## config.mk

```make
export PLATFORM = sky130hd
export DESIGN_NAME = cache_arbiter_flat
export DESIGN_NICKNAME = d
export VERILOG_FILES = /design/src/rtl/cache_arbiter_if.sv /design/src/rtl/cache_arbiter.sv /design/src/flat_wrapper.sv
export SDC_FILE = /design/constraint.sdc
export NUM_CORES = 1
export LEC_CHECK = 0
export ABC_AREA = 1
export BUFFER_PORTS_ARGS = -buffer_cell sky130_fd_sc_hd__clkbuf_2
export CORE_AREA = 3 3 318 320
export DETAILED_ROUTE_END_ITERATION = 12
export DIE_AREA = 0 0 321 323
export GPL_ROUTABILITY_DRIVEN = 0
export GPL_TIMING_DRIVEN = 0
export HOLD_SLACK_MARGIN = 0.05
export PLACE_DENSITY = 0.3
export SYNTH_ARGS = -nofsm -noshare
export SYNTH_HDL_FRONTEND = slang
export SYNTH_SLANG_ARGS = --single-unit
```

## constraint.sdc

```tcl
create_clock -name clk -period 3.15 [get_ports clk]
set_input_delay 0.1575 -clock clk [delete_from_list [all_inputs] [get_ports clk]]
set_output_delay 0.1575 -clock clk [all_outputs]
set_load 0.005 [all_outputs]
```

## src/rtl/cache_arbiter_if.sv

```systemverilog
// Whole-line physical-memory port bundle shared by the I-cache, D-cache and memory sides.
// The side that issues commands takes the master modport, the side that services them takes slave.
interface cache_arbiter_if #(
    parameter int ADDR_WIDTH = 16,
    parameter int LINE_WIDTH = 128
);
    logic                  read;
    logic                  write;
    logic [ADDR_WIDTH-1:0] address;
    logic [LINE_WIDTH-1:0] wdata;
    logic [LINE_WIDTH-1:0] rdata;
    logic                  resp;

    modport master (
        output read, write, address, wdata,
        input  rdata, resp
    );

    modport slave (
        input  read, write, address, wdata,
        output rdata, resp
    );
endinterface

```

## src/rtl/cache_arbiter.sv

```systemverilog
// Round-robin arbiter serializing I-cache and D-cache line misses onto one physical memory port.
// A one-cycle RELEASE after every completion lets the serviced cache drop its level request.
module cache_arbiter #(
    parameter int ADDR_WIDTH = 16,
    parameter int LINE_WIDTH = 128
) (
    input  logic             clk,
    input  logic             reset,
    cache_arbiter_if.slave   i_bus,
    cache_arbiter_if.slave   d_bus,
    cache_arbiter_if.master  mem_bus,
    output logic             grant_i,
    output logic             grant_d
);

    typedef enum logic [1:0] {IDLE, GRANT_I, GRANT_D, RELEASE} state_t;
    typedef enum logic {SIDE_I, SIDE_D} side_t;

    state_t                state, state_next;
    side_t                 last_grant, last_grant_next;
    logic [ADDR_WIDTH-1:0] addr_q, addr_next;
    logic [LINE_WIDTH-1:0] wdata_q, wdata_next;
    logic                  read_q, read_next;
    logic                  write_q, write_next;
    logic                  i_req, d_req;
    logic                  unused_i_write;

    assign i_req = i_bus.read;
    assign d_req = d_bus.read | d_bus.write;

    // The I-cache never writes back; its write half of the bundle is intentionally ignored.
    assign unused_i_write = ^{i_bus.write, i_bus.wdata};

    // NOTE: state registers take non-blocking assignments so every flop samples pre-edge values.
    always_ff @(posedge clk) begin
        if (reset) begin
            state      <= IDLE;
            last_grant <= SIDE_D;
            addr_q     <= '0;
            wdata_q    <= '0;
            read_q     <= 1'b0;
            write_q    <= 1'b0;
        end else begin
            state      <= state_next;
            last_grant <= last_grant_next;
            addr_q     <= addr_next;
            wdata_q    <= wdata_next;
            read_q     <= read_next;
            write_q    <= write_next;
        end
    end

    // NOTE: every variable gets a default first so no path through the case infers a latch.
    always_comb begin
        state_next      = state;
        last_grant_next = last_grant;
        addr_next       = addr_q;
        wdata_next      = wdata_q;
        read_next       = read_q;
        write_next      = write_q;
        case (state)
            IDLE: begin
                // On a tie the side that did not win last time goes first.
                if (i_req && (!d_req || last_grant == SIDE_D)) begin
                    state_next      = GRANT_I;
                    last_grant_next = SIDE_I;
                    addr_next       = i_bus.address;
                    wdata_next      = '0;
                    read_next       = 1'b1;
                    write_next      = 1'b0;
                end else if (d_req) begin
                    state_next      = GRANT_D;
                    last_grant_next = SIDE_D;
                    addr_next       = d_bus.address;
                    wdata_next      = d_bus.wdata;
                    // An illegal read+write collapses to a write-back only.
                    write_next      = d_bus.write;
                    read_next       = ~d_bus.write;
                end
            end
            GRANT_I, GRANT_D: begin
                if (mem_bus.resp) state_next = RELEASE;
            end
            RELEASE: state_next = IDLE;
            default: state_next = IDLE;
        endcase
    end

    assign grant_i = (state == GRANT_I);
    assign grant_d = (state == GRANT_D);

    assign mem_bus.read    = (grant_i | grant_d) & read_q;
    assign mem_bus.write   = (grant_i | grant_d) & write_q;
    assign mem_bus.address = addr_q;
    assign mem_bus.wdata   = wdata_q;

    assign i_bus.rdata = mem_bus.rdata;
    assign d_bus.rdata = mem_bus.rdata;
    assign i_bus.resp  = grant_i & mem_bus.resp;
    assign d_bus.resp  = grant_d & mem_bus.resp;

endmodule

```

## src/flat_wrapper.sv

```systemverilog
// flat-port wrapper written by rule: the top's interface ports become plain ports
module cache_arbiter_flat 
#(
    parameter int ADDR_WIDTH = 16,
    parameter int LINE_WIDTH = 128
)
  (clk, reset, grant_i, grant_d, i_bus_read, i_bus_write, i_bus_address, i_bus_wdata, i_bus_rdata, i_bus_resp, d_bus_read, d_bus_write, d_bus_address, d_bus_wdata, d_bus_rdata, d_bus_resp, mem_bus_read, mem_bus_write, mem_bus_address, mem_bus_wdata, mem_bus_rdata, mem_bus_resp);
  cache_arbiter_if #(.ADDR_WIDTH(ADDR_WIDTH), .LINE_WIDTH(LINE_WIDTH)) i_bus_i ();
  cache_arbiter_if #(.ADDR_WIDTH(ADDR_WIDTH), .LINE_WIDTH(LINE_WIDTH)) d_bus_i ();
  cache_arbiter_if #(.ADDR_WIDTH(ADDR_WIDTH), .LINE_WIDTH(LINE_WIDTH)) mem_bus_i ();
  input  logic clk;
  input  logic reset;
  output logic grant_i;
  output logic grant_d;
  input wire logic [$bits(i_bus_i.read)-1:0] i_bus_read;
  input wire logic [$bits(i_bus_i.write)-1:0] i_bus_write;
  input wire logic [$bits(i_bus_i.address)-1:0] i_bus_address;
  input wire logic [$bits(i_bus_i.wdata)-1:0] i_bus_wdata;
  output wire logic [$bits(i_bus_i.rdata)-1:0] i_bus_rdata;
  output wire logic [$bits(i_bus_i.resp)-1:0] i_bus_resp;
  input wire logic [$bits(d_bus_i.read)-1:0] d_bus_read;
  input wire logic [$bits(d_bus_i.write)-1:0] d_bus_write;
  input wire logic [$bits(d_bus_i.address)-1:0] d_bus_address;
  input wire logic [$bits(d_bus_i.wdata)-1:0] d_bus_wdata;
  output wire logic [$bits(d_bus_i.rdata)-1:0] d_bus_rdata;
  output wire logic [$bits(d_bus_i.resp)-1:0] d_bus_resp;
  output wire logic [$bits(mem_bus_i.read)-1:0] mem_bus_read;
  output wire logic [$bits(mem_bus_i.write)-1:0] mem_bus_write;
  output wire logic [$bits(mem_bus_i.address)-1:0] mem_bus_address;
  output wire logic [$bits(mem_bus_i.wdata)-1:0] mem_bus_wdata;
  input wire logic [$bits(mem_bus_i.rdata)-1:0] mem_bus_rdata;
  input wire logic [$bits(mem_bus_i.resp)-1:0] mem_bus_resp;
  assign i_bus_i.read = i_bus_read;
  assign i_bus_i.write = i_bus_write;
  assign i_bus_i.address = i_bus_address;
  assign i_bus_i.wdata = i_bus_wdata;
  assign i_bus_rdata = i_bus_i.rdata;
  assign i_bus_resp = i_bus_i.resp;
  assign d_bus_i.read = d_bus_read;
  assign d_bus_i.write = d_bus_write;
  assign d_bus_i.address = d_bus_address;
  assign d_bus_i.wdata = d_bus_wdata;
  assign d_bus_rdata = d_bus_i.rdata;
  assign d_bus_resp = d_bus_i.resp;
  assign mem_bus_read = mem_bus_i.read;
  assign mem_bus_write = mem_bus_i.write;
  assign mem_bus_address = mem_bus_i.address;
  assign mem_bus_wdata = mem_bus_i.wdata;
  assign mem_bus_i.rdata = mem_bus_rdata;
  assign mem_bus_i.resp = mem_bus_resp;
  cache_arbiter #(.ADDR_WIDTH(ADDR_WIDTH), .LINE_WIDTH(LINE_WIDTH)) u_core (.clk(clk), .reset(reset), .i_bus(i_bus_i), .d_bus(d_bus_i), .mem_bus(mem_bus_i), .grant_i(grant_i), .grant_d(grant_d));
endmodule
```

## Yosys cells after proc, flatten, opt, wreduce, memory -nomap -nowiden

Index checks and enable logic that the tools add are counted.

- Output and inout port bits: 406
- Word-level logic and storage cells: 40
- Register bits after elaboration: 149
- Bits of input ports: 423

- Equal/unequal tests: 5
- Mux-type cells: 14
- Reduce and logical (&&, ||, !) cells: 8
- Bitwise logic cells: 7

Operator list:

| cell | count |
|---|---|
| 2-to-1 mux 128 bit | 2 |
| 2-to-1 mux 16 bit | 2 |
| 2-to-1 mux 1 bit | 6 |
| 2-to-1 mux 2 bit | 3 |
| case mux 2 bit (3 select lines) | 1 |
| bitwise AND 1 bit | 4 |
| equality test 2 bit (second input constant) | 2 |
| AND reduction 2 bit | 2 |
| inequality test 3 x 1 -> 1 bit (second input constant) | 1 |
| equality test 2 x 1 -> 1 bit (second input constant) | 1 |
| logical NOT 2 bit | 1 |
| inequality test 2 bit (second input constant) | 1 |
| bitwise OR 1 bit | 2 |
| nonzero test 2 bit | 1 |
| OR reduction 2 bit | 1 |
| logical AND 1 bit | 1 |
| logical NOT 1 bit | 1 |
| logical OR 1 bit | 1 |
| inverter 1 bit | 1 |

## Depth between registers and ports, before layout

Gate-level depths: netlist of the first run.

- Depth after elaboration: 6
- Gate-level depth with buffers: 9
- Gate-level depth less buffers: 9

## Worst setup path after synthesis of the first run

Ideal clock, no wire load.

- Path kind: register to register
- From: reg u_core.state[0]
- To: reg u_core.state[1]
- Clock period less this slack: 1403 ps
- Path slack: 1747 ps
- Data required time: 3085 ps
- Library setup time: 65 ps
- Data arrival time: 1338 ps
- Buffers on the path: 0
- Cell stages (with the launch flop): 10
- Cells stage by stage: dfxtp_1 -> inv_1 -> ha_1 -> inv_1 -> or2_2 -> nand2_1 -> inv_1 -> nor2_1 -> nor2_1 -> nor2_1

- Longest elaborated chain between the ends: 4
- Elaborated cells on any way between the ends: 9
- Those cells by class: eq/ne (5); mux (1); reduce/logical (3)

RTL lines:

| what | RTL line | RTL |
|---|---|---|
| start, declared | cache_arbiter.sv:19 | `state_t state, state_next;` |
| start signal, assigned | cache_arbiter.sv:44 | `state <= state_next;` |
| equality test 2 bit / equality test 2 x 1 -> 1 bit (equally long branches) | cache_arbiter.sv:61 | `case (state)` |
| OR reduction 2 bit | cache_arbiter.sv:61 |  |
| inequality test 2 bit (no source line) | -- |  |
| AND reduction 2 bit (no source line) | -- |  |

Parallel ways exist; a longest one is shown, timed or not.
A chain may end at the register's enable or synchronous reset.

## Worst setup path in the final report of the first run

- From: in d_bus_write
- To: reg u_core.addr_q[8], in the netlist u_core.mem_bus.address[8]

- Longest elaborated chain between the ends: 6
- Elaborated cells on any way between the ends: 7
- Those cells by class: mux (1); bitwise (1); reduce/logical (5)

RTL lines:

| what | RTL line | RTL |
|---|---|---|
| start, declared | flat_wrapper.sv:22 | `input wire logic [$bits(d_bus_i.write)-1:0] d_bus_write;` |
| bitwise OR 1 bit * | cache_arbiter.sv:29 | `assign d_req = d_bus.read \| d_bus.write;` |
| logical NOT 1 bit | cache_arbiter.sv:64 | `if (i_req && (!d_req \|\| last_grant == SIDE_D)) begin` |
| logical OR 1 bit | cache_arbiter.sv:64 |  |
| logical AND 1 bit | cache_arbiter.sv:64 |  |
| nonzero test 2 bit (no source line) | -- |  |
| AND reduction 2 bit (no source line) | -- |  |
| end signal, assigned | cache_arbiter.sv:46 | `addr_q <= addr_next;` |
| end, declared | cache_arbiter.sv:21 | `logic [ADDR_WIDTH-1:0] addr_q, addr_next;` |

Every way passes the cells marked *; elsewhere a longest branch is shown, timed or not.

==> summary.txt, run 1 <==
Yosys
  • Total of warnings raised by yosys: 0
  • Post-synth cell types: 21
  • Synthesized flop and latch total: approximately 150
  • Syn_nets: 1,445
  • Syn Area/Cell: 8.67 um2
  • Mapped Cells: 1,018
  • Register area share after synthesis: 33.8%
  • Synth Cell Area: about 8800 um2

Setup path
  • Slowest stage cell, crit path: dlygate4sd3_1
  • Arr. time, crit path: ~2.5 ns
  • Worst-path fanout max: 10
  • Setup CP Type: in -> reg
  • Setup crit end kind: flop
  • Slowest stage delay, CP: ~0.57 ns
  • Crit-path cells: dlygate4sd3_1 -> clkbuf_2 -> o21bai_4 -> nand2_2 -> buf_6 -> buf_6 -> nand2_1 -> nand3_1 -> dlygate4sd3_1 -> a21oi_1
  • CP Launch Type: input pin
  • Buf/Inv on CP: 5
  • CP required: approximately 3.6 ns
  • Top Family by Delay on Critical Path: buffers and inverters

Floorplanning
  • Core Rows: 115
  • IO Pins: just over 800
  • Die ar.: slightly above 100,000 um2
  • Die Span X: between 300 and 400 um
  • Die Ht: 323 um
  • Starting density of the core: 8.97%
  • Core area: 98,400 um2

Drt
  • Initial DRC count: 266
  • Residual DRC count: 0
  • First-pass DRT Iterations: 4
  • Final antenna-violating net count: 0
  • Final WL: between 40,000 and 50,000 um
  • Routed WL per cell: 14.5 um
  • DR vias/cell: between 3 and 4
  • Vias: between 9,000 and 10,000

Global routing
  • Overflow after GRT: 0
  • Largest net degree at the start of global routing: 17
  • Vias in the first global route: 9,348
  • GRT Util Overall: between 8 and 9%
  • Initial antenna violation count: 9
  • First-pass GRT wire length: 60,900 um

CTS
  • Post-CTS setup buffer count: 0
  • Clock latency on the worst-skew pair: about 0.48 ns
  • H-Tree Depth: 4
  • CTS Sinks: 149
  • CTS buffer count: 17
  • Post-CTS sizing: 0
  • CTS tree: done
  • CTS root buffer: clkbuf_16
  • Clock buffer depth: 2
  • Worst-path clk slew: about 0.070 ns
  • Post-CTS Hold Buffers: 155

STA
  • Setup Skew: between 0.01 and 0.015 ns
  • Worst Tran Pin Value: about 1.2 ns
  • # setup viols final: 0
  • Minimum clock period: 2.13 ns
  • Slew HR: roughly a fifth
  • Total negative setup slack: 0 ns
  • RSZ-0062 raised after global routing: no
  • Final cycle utilization of the critical path: between 60 and 70%
  • Final Hold Vio Count: 0
  • Max Transition Viols Final: 0
  • Max frequency: around 470 MHz

Status
  • Status: complete, no violations

Run
  • Max-cap viol count: 0

Layout
  • Footprint of the multi-input gates: between 3000 and 4000 um2
  • Fraction of final layout cells sized beyond drive strength 1: approximately 63%
  • FF+latch area: ~3000 um2
  • Layout Nets: between 2,000 and 2,500
  • FILL cells: between 10,000 and 15,000
  • Final Instance Area: 15,400 um2
  • Area grow syn2layout: 74.9%

Worst hold path
  • Hold WC Path Type: in -> reg

Power
  • Static leakage: 7.15 nW
  • Pwr dens: ~600 nW/um2
  • Peak VDD IR: 0.409 mV

Placed design
  • Port bufs: 569
  • Hpwl dp: 36,900 um
  • Placed instance area: approximately 13,000 um2
-- cell type report --
cell class | instances | area share [%]
flip-flops and latches | 149 | 19.3
multi-input cells | 501 | 20.8
inverters | 45 | 1.10
plain buffers | 323 | 16.0
clock inverters | 13 | 0.965
diodes | 3 | 0.0486
clock buffers | 19 | 2.87
repair buffers | 724 | 28.5
well taps | 1287 | 10.4
-- cells by family after synthesis --
logic type      Yosys count  share of synthesized area (%)
flops                   149                           33.8
fa+ha+maj                 4                          0.567
buf+inv                 368                           29.9
compound gates          149                           12.9
simple gates            348                           22.9
-- worst reg2reg max path, stage by stage, from the launching register on --
cell           delay, ns
dfxtp_1             0.33
inv_1               0.11
ha_1                0.20
nand2_2             0.09
clkinv_2            0.09
buf_2               0.30
nand3_1             0.13
dlygate4sd3_1       0.57
a21oi_1             0.14
-- state kept, by name, indices dropped and copies added (netlist names) --
name	cells
u_core.write_q	1
u_core.mem_bus.wdata	128
u_core.state	2
u_core.read_q	1
u_core.mem_bus.address	16
u_core.last_grant	1
-- synthesized netlist by cell type --
library cell | number | area, um2
a21oi_2 | 100 | 876
o21ai_0 | 1 | 5.00
buf_12 | 11 | 220
a21oi_1 | 47 | 235
nand3_1 | 64 | 320
or2_2 | 1 | 6.26
nor2_1 | 5 | 18.8
clkinv_2 | 1 | 5.00
buf_6 | 4 | 45.0
o21bai_4 | 1 | 18.8
buf_4 | 273 | 2050
nand2_2 | 2 | 12.5
dfxtp_1 | 149 | 2980
inv_1 | 43 | 161
nand2_1 | 176 | 661
ha_1 | 4 | 50.1
clkbuf_1 | 15 | 56.3
buf_2 | 18 | 90.1
nand3_2 | 100 | 1000
buf_1 | 2 | 7.51
inv_2 | 1 | 3.75
-- cells in the final DEF, fill, tap and decap left out, drive strengths merged, types with 5 or more instances in the layout --
cell	netlist	layout
clkbuf	15	603
buf	308	308
dlygate4sd3	0	155
dfxtp	149	149
clkinv	1	6
inv	44	48
nand3	164	164
a21oi	147	147
nor2	5	5
nand2	178	178
-- worst paths after layout --
kind / slack, ns / endpoint / startpoint / cells past startpoint
setup reg to reg: 1.12 / u_core.mem_bus.address[8]$_SDFFE_PP0P_ / u_core.state[0]$_SDFFE_PP0P_ / 8
hold / removal: 0.1 / u_core.state[1]$_SDFFE_PP0P_ / reset / 2
hold reg to reg: 0.47 / u_core.read_q$_SDFFE_PP0P_ / u_core.read_q$_SDFFE_PP0P_ / 2
setup / recovery: 1.02 / u_core.mem_bus.address[8]$_SDFFE_PP0P_ / d_bus_write / 10
-- per-layer routing --
| layer | GRT usage, % | wire length (um) |
|---|---|---|
| met5 | 0 | 55 |
| met3 | 3.12 | 3970 |
| met1 | 9.16 | 17700 |
| met4 | 1.98 | 517 |
| met2 | 14.2 | 22100 |
-- power breakdown --
part / leakage (nW) / switching, mW / internal [mW]
Combinational: 5.64 / 2.49 / 1.93
Clock: 0.286 / 0.967 / 1.20
Sequential: 1.22 / 0.251 / 2.32
-- per-stage QoR --
stage	worst slack, ns	cells	utilization (%)	hold WS [ns]	power [mW]
after global placement	1.04	2874	13.5	0.402	6.90
after global routing	0.920	3062	15.7	0.0963	9.82
after CTS	1.04	3061	15.7	0.0543	9.44
final	1.02	3064	15.7	0.0956	9.15
after detailed placement	1.01	2874	13.5	0.405	6.91
after floorplan	1.75	1018	-	0.301	5.12
Power figures use the tool's default switching activity.
==> run 2: changes to the inputs <==
Clock period 3.15 ns to 2.2 ns, I/O delays scaled along.
==> summary.txt, run 2 (synthesis gave the netlist of run 1 again) <==
Drt
  • DR vias/cell: 3.03 (about the same)
  • Final antenna-violating net count: 0 (unchanged)
  • Residual DRC count: 0 (unchanged)
  • First-pass DRT Iterations: 4 (unchanged)
  • Initial DRC count: 297 (was 266)
  • Vias: 9,302 (was 9,274)
  • Routed WL per cell: 14.5 um (about the same)
  • Final WL: 44,500 um (was 44,300 um)

Power
  • Static leakage: 7.21 nW (was 7.15 nW)
  • Pwr dens: 846 nW/um2 (was 593 nW/um2)
  • Peak VDD IR: 0.584 mV (was 0.409 mV)

Setup path
  • Setup crit end kind: flop (unchanged)
  • Setup CP Type: in -> reg (unchanged)
  • CP Launch Type: input pin (unchanged)
  • Arr. time, crit path: 2.51 ns (was 2.52 ns)
  • Worst-path fanout max: 10 (unchanged)
  • Flop2flop setup slack: 0.13 ns (was 1.12 ns)
  • CP required: 2.56 ns (was 3.55 ns)

Placed design
  • Hpwl dp: 36,900 um (unchanged)
  • Placed instance area: 13,300 um2 (unchanged)
  • Port bufs: 569 (unchanged)
  • Dpl cells: 2,874 (unchanged)
  • Dpl ws: 0.106 ns (was 1.01 ns)

CTS
  • CTS tree: done (unchanged)
  • CTS Sinks: 149 (unchanged)
  • Worst-path clk slew: 0.07 ns (about the same)
  • CTS root buffer: clkbuf_16 (unchanged)
  • Clock latency on the worst-skew pair: 0.48 ns (about the same)
  • CTS buffer count: 17 (unchanged)
  • Post-CTS setup buffer count: 0 (unchanged)
  • H-Tree Depth: 4 (unchanged)
  • Clock buffer depth: 2 (unchanged)

Global routing
  • Overflow after GRT: 0 (unchanged)
  • Vias in the first global route: 9,413 (was 9,348)
  • First-pass GRT wire length: 61,100 um (was 60,900 um)
  • Largest net degree at the start of global routing: 17 (unchanged)
  • GRT Util Overall: 8.11% (was 8.08%)
  • Initial antenna violation count: 9 (unchanged)

STA
  • Minimum clock period: between 2 and 2.5 ns
  • Setup Skew: 0.0185 ns (was 0.0150 ns)
  • Slew HR: 19.6% (was 18.7%)
  • Max Transition Viols Final: 0 (unchanged)
  • Final Hold Vio Count: 0 (unchanged)
  • Total negative setup slack: 0 ns (unchanged)
  • RSZ-0062 raised after global routing: no (unchanged)
  • Final cycle utilization of the critical path: a little over nine tenths
  • # setup viols final: 0 (unchanged)
  • Max frequency: roughly 460 MHz
  • Fin worst setup slack: 0.0461 ns (was 1.02 ns)
  • Worst Tran Pin Value: 1.21 ns (was 1.22 ns)
  • Worst Hold Slack: 0.0908 ns (was 0.0956 ns)

Floorplanning
  • IO Pins: 829 (unchanged)
  • Core area: 98,400 um2 (unchanged)
  • Die Span X: 321 um (unchanged)
  • Core Rows: 115 (unchanged)
  • Die Ht: 323 um (unchanged)
  • Starting density of the core: 8.97% (unchanged)
  • Die ar.: 104,000 um2 (unchanged)

Layout
  • Layout Nets: 2,198 (was 2,188)
  • Final Instance Area: 15,500 um2 (was 15,400 um2)
  • Commonest non-fill, non-tap cell in the layout: clkbuf_2 (unchanged)
  • Footprint of the multi-input gates: 3200 um2 (unchanged)
  • FILL cells: 11,300 (about the same)
  • Fraction of final layout cells sized beyond drive strength 1: 62.3% (was 62.7%)
  • Most frequent cells in the layout: 569 x clkbuf_2, 273 x buf_4, 176 x nand2_1, 166 x dlygate4sd3_1, 148 x dfxtp_1 (was 569 x clkbuf_2, 273 x buf_4, 176 x nand2_1, 155 x dlygate4sd3_1, 149 x dfxtp_1)
  • Layout Cells excl Fill: 3,074 (was 3,064)
  • Max FFs per register: 128 (unchanged)
  • Area grow syn2layout: 76.1% (was 74.9%)
  • FF+latch area: 2980 um2 (about the same)

Worst hold path
  • Hold WC Path Type: in -> reg (unchanged)

Status
  • Status: complete, no violations (unchanged)

Run
  • Max-cap viol count: 0 (unchanged)
run 2: path summary, 6_finish.rpt:
kind	startpoint	to	cells past startpoint
hold reg to reg	u_core.read_q$_SDFFE_PP0P_	u_core.read_q$_SDFFE_PP0P_	2
hold / removal	d_bus_address[1]	u_core.mem_bus.address[1]$_SDFFE_PP0P_	5
setup / recovery	d_bus_write	u_core.mem_bus.wdata[99]$_SDFFE_PP0P_	9
setup reg to reg	u_core.last_grant$_SDFFE_PP1P_	u_core.mem_bus.wdata[99]$_SDFFE_PP0P_	7
run 2: final cells by class:
class	count	share of cell area [%]
multi-input cells	501	20.6
plain buffers	322	15.9
well taps	1287	10.4
clock inverters	13	0.958
inverters	45	1.09
clock buffers	19	2.85
flip-flops and latches	149	19.2
diodes	3	0.0483
repair buffers	735	29.0
run 2: stage by stage:
stage	power (mW)	util [%]
2_1_floorplan	7.34	-
3_3_place_gp	9.87	13.5
3_5_place_dp	9.89	13.5
4_1_cts	13.6	15.8
5_1_grt	14.1	15.8
6_report	13.1	15.8
run 2: report_power, final:
part           switching [mW]  internal, mW  total [mW]
combinational            3.57          2.80        6.37
sequential              0.359          3.32        3.68
clock                    1.39          1.72        3.10
total                    5.31          7.83        13.1
run 2: critical path, stage by stage:
cell	delay (ns)
dlygate4sd3_1	0.56
clkbuf_2	0.15
o21bai_4	0.36
nand2_2	0.10
buf_4	0.20
buf_2	0.19
nand3_1	0.16
a21oi_1	0.09
dlygate4sd3_1	0.58
run 2: repair_timing:
item | CTS | global route
endpoints found under the hold margin | 146 | 0
gates resized for setup | 0 | 1
hold buffers | 166 | 0
endpoints found under the setup margin | 0 | 8
run 2: metal layers:
metal  share of wire, %  track usage (%)  wire length [um]  up-vias
met2                 50             14.3             22200      416
met4                1.2             1.98               512        8
met5               0.12                0                55        -
met1                 40             9.17             17700     4299
met3                9.0             3.16              4010       34
li1                   -                -                 -     4545
==> run 3: changes to the inputs <==
Settings changed: CELL_PAD_IN_SITES_DETAIL_PLACEMENT from default to 0, CELL_PAD_IN_SITES_GLOBAL_PLACEMENT from default to 1, CORE_AREA 3 3 318 320 to 3 3 324 326, DIE_AREA 0 0 321 323 to 0 0 327 329, PLACE_DENSITY 0.3 to 0.34.
==> summary.txt, run 3 (synthesis gave the netlist of run 1 again) <==
Setup path
  • Worst reg2reg endpoint: u_core.mem_bus.wdata[93]$_SDFFE_PP0P_ (was u_core.mem_bus.wdata[99]$_SDFFE_PP0P_)
  • Setup crit end kind: flop (unchanged)
  • Setup crit end: u_core.mem_bus.address[12]$_SDFFE_PP0P_ (was u_core.mem_bus.wdata[99]$_SDFFE_PP0P_)
  • FF-to-FF Start: u_core.state[0]$_SDFFE_PP0P_ (was u_core.last_grant$_SDFFE_PP1P_)
  • Worst setup path startpoint: d_bus_write (unchanged)
  • Setup CP Type: in -> reg (unchanged)
  • Slowest stage cell, crit path: dlygate4sd3_1 (unchanged)
  • Crit-path cells: dlygate4sd3_1 -> clkbuf_2 -> o21bai_4 -> nand2_2 -> buf_6 -> buf_6 -> nand2_1 -> nand3_1 -> dlygate4sd3_1 -> a21oi_1 (was dlygate4sd3_1 -> clkbuf_2 -> o21bai_4 -> nand2_2 -> buf_4 -> buf_2 -> nand3_1 -> a21oi_1 -> dlygate4sd3_1)
  • Slowest stage delay, CP: 0.59 ns (was 0.58 ns)
  • Flop2flop setup slack: 0.15 ns (was 0.13 ns)
  • CP Launch Type: input pin (unchanged)
  • CP required: 2.63 ns (was 2.56 ns)
  • Worst-path fanout max: 10 (unchanged)
  • Arr. time, crit path: 2.50 ns (was 2.51 ns)
  • R2R cell count: 9 (was 7)

Global routing
  • First-pass GRT wire length: 61,600 um (was 61,100 um)
  • Overflow after GRT: 0 (unchanged)
  • Vias in the first global route: 9,700 (was 9,413)
  • Initial antenna violation count: 3 (was 9)
  • Largest net degree at the start of global routing: 17 (unchanged)
  • GRT Util Overall: 7.87% (was 8.11%)

STA
  • RSZ-0062 raised after global routing: no (unchanged)
  • Max Transition Viols Final: 0 (unchanged)
  • Minimum clock period: 2.07 ns (was 2.15 ns)
  • Fin worst setup slack: 0.130 ns (was 0.0461 ns)
  • Final Hold Vio Count: 0 (unchanged)
  • Worst Hold Slack: 0.147 ns (was 0.0908 ns)
  • # setup viols final: 0 (unchanged)
  • Total negative setup slack: 0 ns (unchanged)
  • Slew HR: 34.3% (was 19.6%)
  • Final cycle utilization of the critical path: 94.1% (was 97.9%)
  • Setup Skew: 0.0121 ns (was 0.0185 ns)
  • Max frequency: 483 MHz (was 464 MHz)
  • Worst Tran Pin Value: 0.985 ns (was 1.21 ns)

Power
  • Pwr Total: 13.3 mW (was 13.1 mW)
  • Static leakage: 7.24 nW (was 7.21 nW)
  • Pwr dens: 848 nW/um2 (was 846 nW/um2)
  • Peak VDD IR: 0.470 mV (was 0.584 mV)

Drt
  • Initial DRC count: 209 (was 297)
  • Final antenna-violating net count: 0 (unchanged)
  • Residual DRC count: 0 (unchanged)
  • Routed WL per cell: 13.8 um (was 14.5 um)
  • First-pass DRT Iterations: 4 (unchanged)
  • Vias: 9,188 (was 9,302)
  • DR vias/cell: 2.91 (was 3.03)
  • Final WL: 43,600 um (was 44,500 um)

CTS
  • Worst-path clk slew: 0.07 ns (about the same)
  • Clock buffer depth: 2 (unchanged)
  • H-Tree Depth: 4 (unchanged)
  • CTS root buffer: clkbuf_16 (unchanged)
  • CTS buffer count: 17 (unchanged)
  • CTS Sinks: 149 (unchanged)
  • Clock latency on the worst-skew pair: 0.49 ns (was 0.48 ns)
  • CTS tree: done (unchanged)

Floorplanning
  • Die ar.: 108,000 um2 (was 104,000 um2)
  • Die Span X: 327 um (was 321 um)
  • Core area: 102,000 um2 (was 98,400 um2)
  • Starting density of the core: 8.65% (was 8.97%)
  • IO Pins: 829 (unchanged)
  • Die Ht: 329 um (was 323 um)
  • Core Rows: 117 (was 115)

Run
  • Max-cap viol count: 0 (unchanged)

Placed design
  • Hpwl dp: 35,300 um (was 36,900 um)
  • Dpl ws: 0.343 ns (was 0.106 ns)
  • Port bufs: 569 (unchanged)

Layout
  • FILL cells: 11,700 (was 11,300)
  • Commonest non-fill, non-tap cell in the layout: clkbuf_2 (unchanged)
  • Fraction of final layout cells sized beyond drive strength 1: 62.2% (was 62.3%)
  • Max FFs per register: 128 (unchanged)
  • Layout Nets: 2,202 (was 2,198)
  • Most frequent cells in the layout: 570 x clkbuf_2, 273 x buf_4, 176 x nand2_1, 171 x dlygate4sd3_1, 148 x dfxtp_1 (was 569 x clkbuf_2, 273 x buf_4, 176 x nand2_1, 166 x dlygate4sd3_1, 148 x dfxtp_1)
  • Area grow syn2layout: 78.1% (was 76.1%)
  • FF+latch area: 2980 um2 (unchanged)
  • Footprint of the multi-input gates: 3200 um2 (unchanged)

Worst hold path
  • Hold WC Path Type: in -> reg (unchanged)
  • Worst hold path stage count: 5 (unchanged)

Status
  • Status: complete, no violations (unchanged)
## run 3: changes by cell type in the layout (fill, tap and decap cells not counted), sizes merged
cell         previous run  this run
inv                    48        47
diode                   3         4
dlygate4sd3           166       171
buf                   307       305
clkbuf                603       604
bufinv                  2         3
## run 3: layout make-up
cell class              instances  share of cell area (%)
inverters                      45                    1.08
diodes                          4                  0.0637
clock buffers                  19                    2.82
clock inverters                13                    1.09
repair buffers                740                    29.0
plain buffers                 321                    15.7
flip-flops and latches        149                    19.0
multi-input cells             501                    20.4
well taps                    1368                    10.9
## run 3: worst max-delay path: cells and delay by family
family,cells,cell delay (ns)
buffers and inverters,5,1.64
AND/OR/NAND/NOR,3,0.25
AO/OA/AOI/OAI,2,0.47
## run 3: per-stage QoR
stage               area (um2)  cells  utilization, %
global route             15700   3158            15.4
floorplan                 8830   1018               -
finish                   15700   3160            15.4
detailed placement       13400   2955            13.1
global placement         13400   2955            13.1
CTS                      15700   3158            15.4
## run 3: how the worst min path moves through the flow
stage / start / end
2_1_floorplan: d_bus_wdata[0] / u_core.mem_bus.wdata[0]$_SDFFE_PP0P_
3_3_place_gp: d_bus_wdata[124] / u_core.mem_bus.wdata[124]$_SDFFE_PP0P_
3_5_place_dp: d_bus_wdata[41] / u_core.mem_bus.wdata[41]$_SDFFE_PP0P_
4_1_cts: d_bus_read / u_core.state[0]$_SDFFE_PP0P_
5_1_grt: d_bus_read / u_core.state[0]$_SDFFE_PP0P_
6_report: d_bus_address[15] / u_core.mem_bus.address[15]$_SDFFE_PP0P_
## run 3: power breakdown
part	switching [mW]	internal, mW
logic	3.56	2.83
clock network	1.45	1.83
registers	0.345	3.32
## run 3: routing by layer
metal | up-vias | share of wire (%) | track usage [%]
li1 | 4564 | - | -
met1 | 4198 | 39 | 8.51
met2 | 383 | 51 | 14.0
met3 | 43 | 8.0 | 2.99
met4 | 0 | 2.3 | 2.89
met5 | - | 0 | 0
## run 3: what timing repair did
action,4_1_cts,5_1_grt
buffers inserted,0,0
hold endpoints to repair,147,0
endpoints found under the setup margin,0,12
resized for setup,0,3
hold buffers,171,0
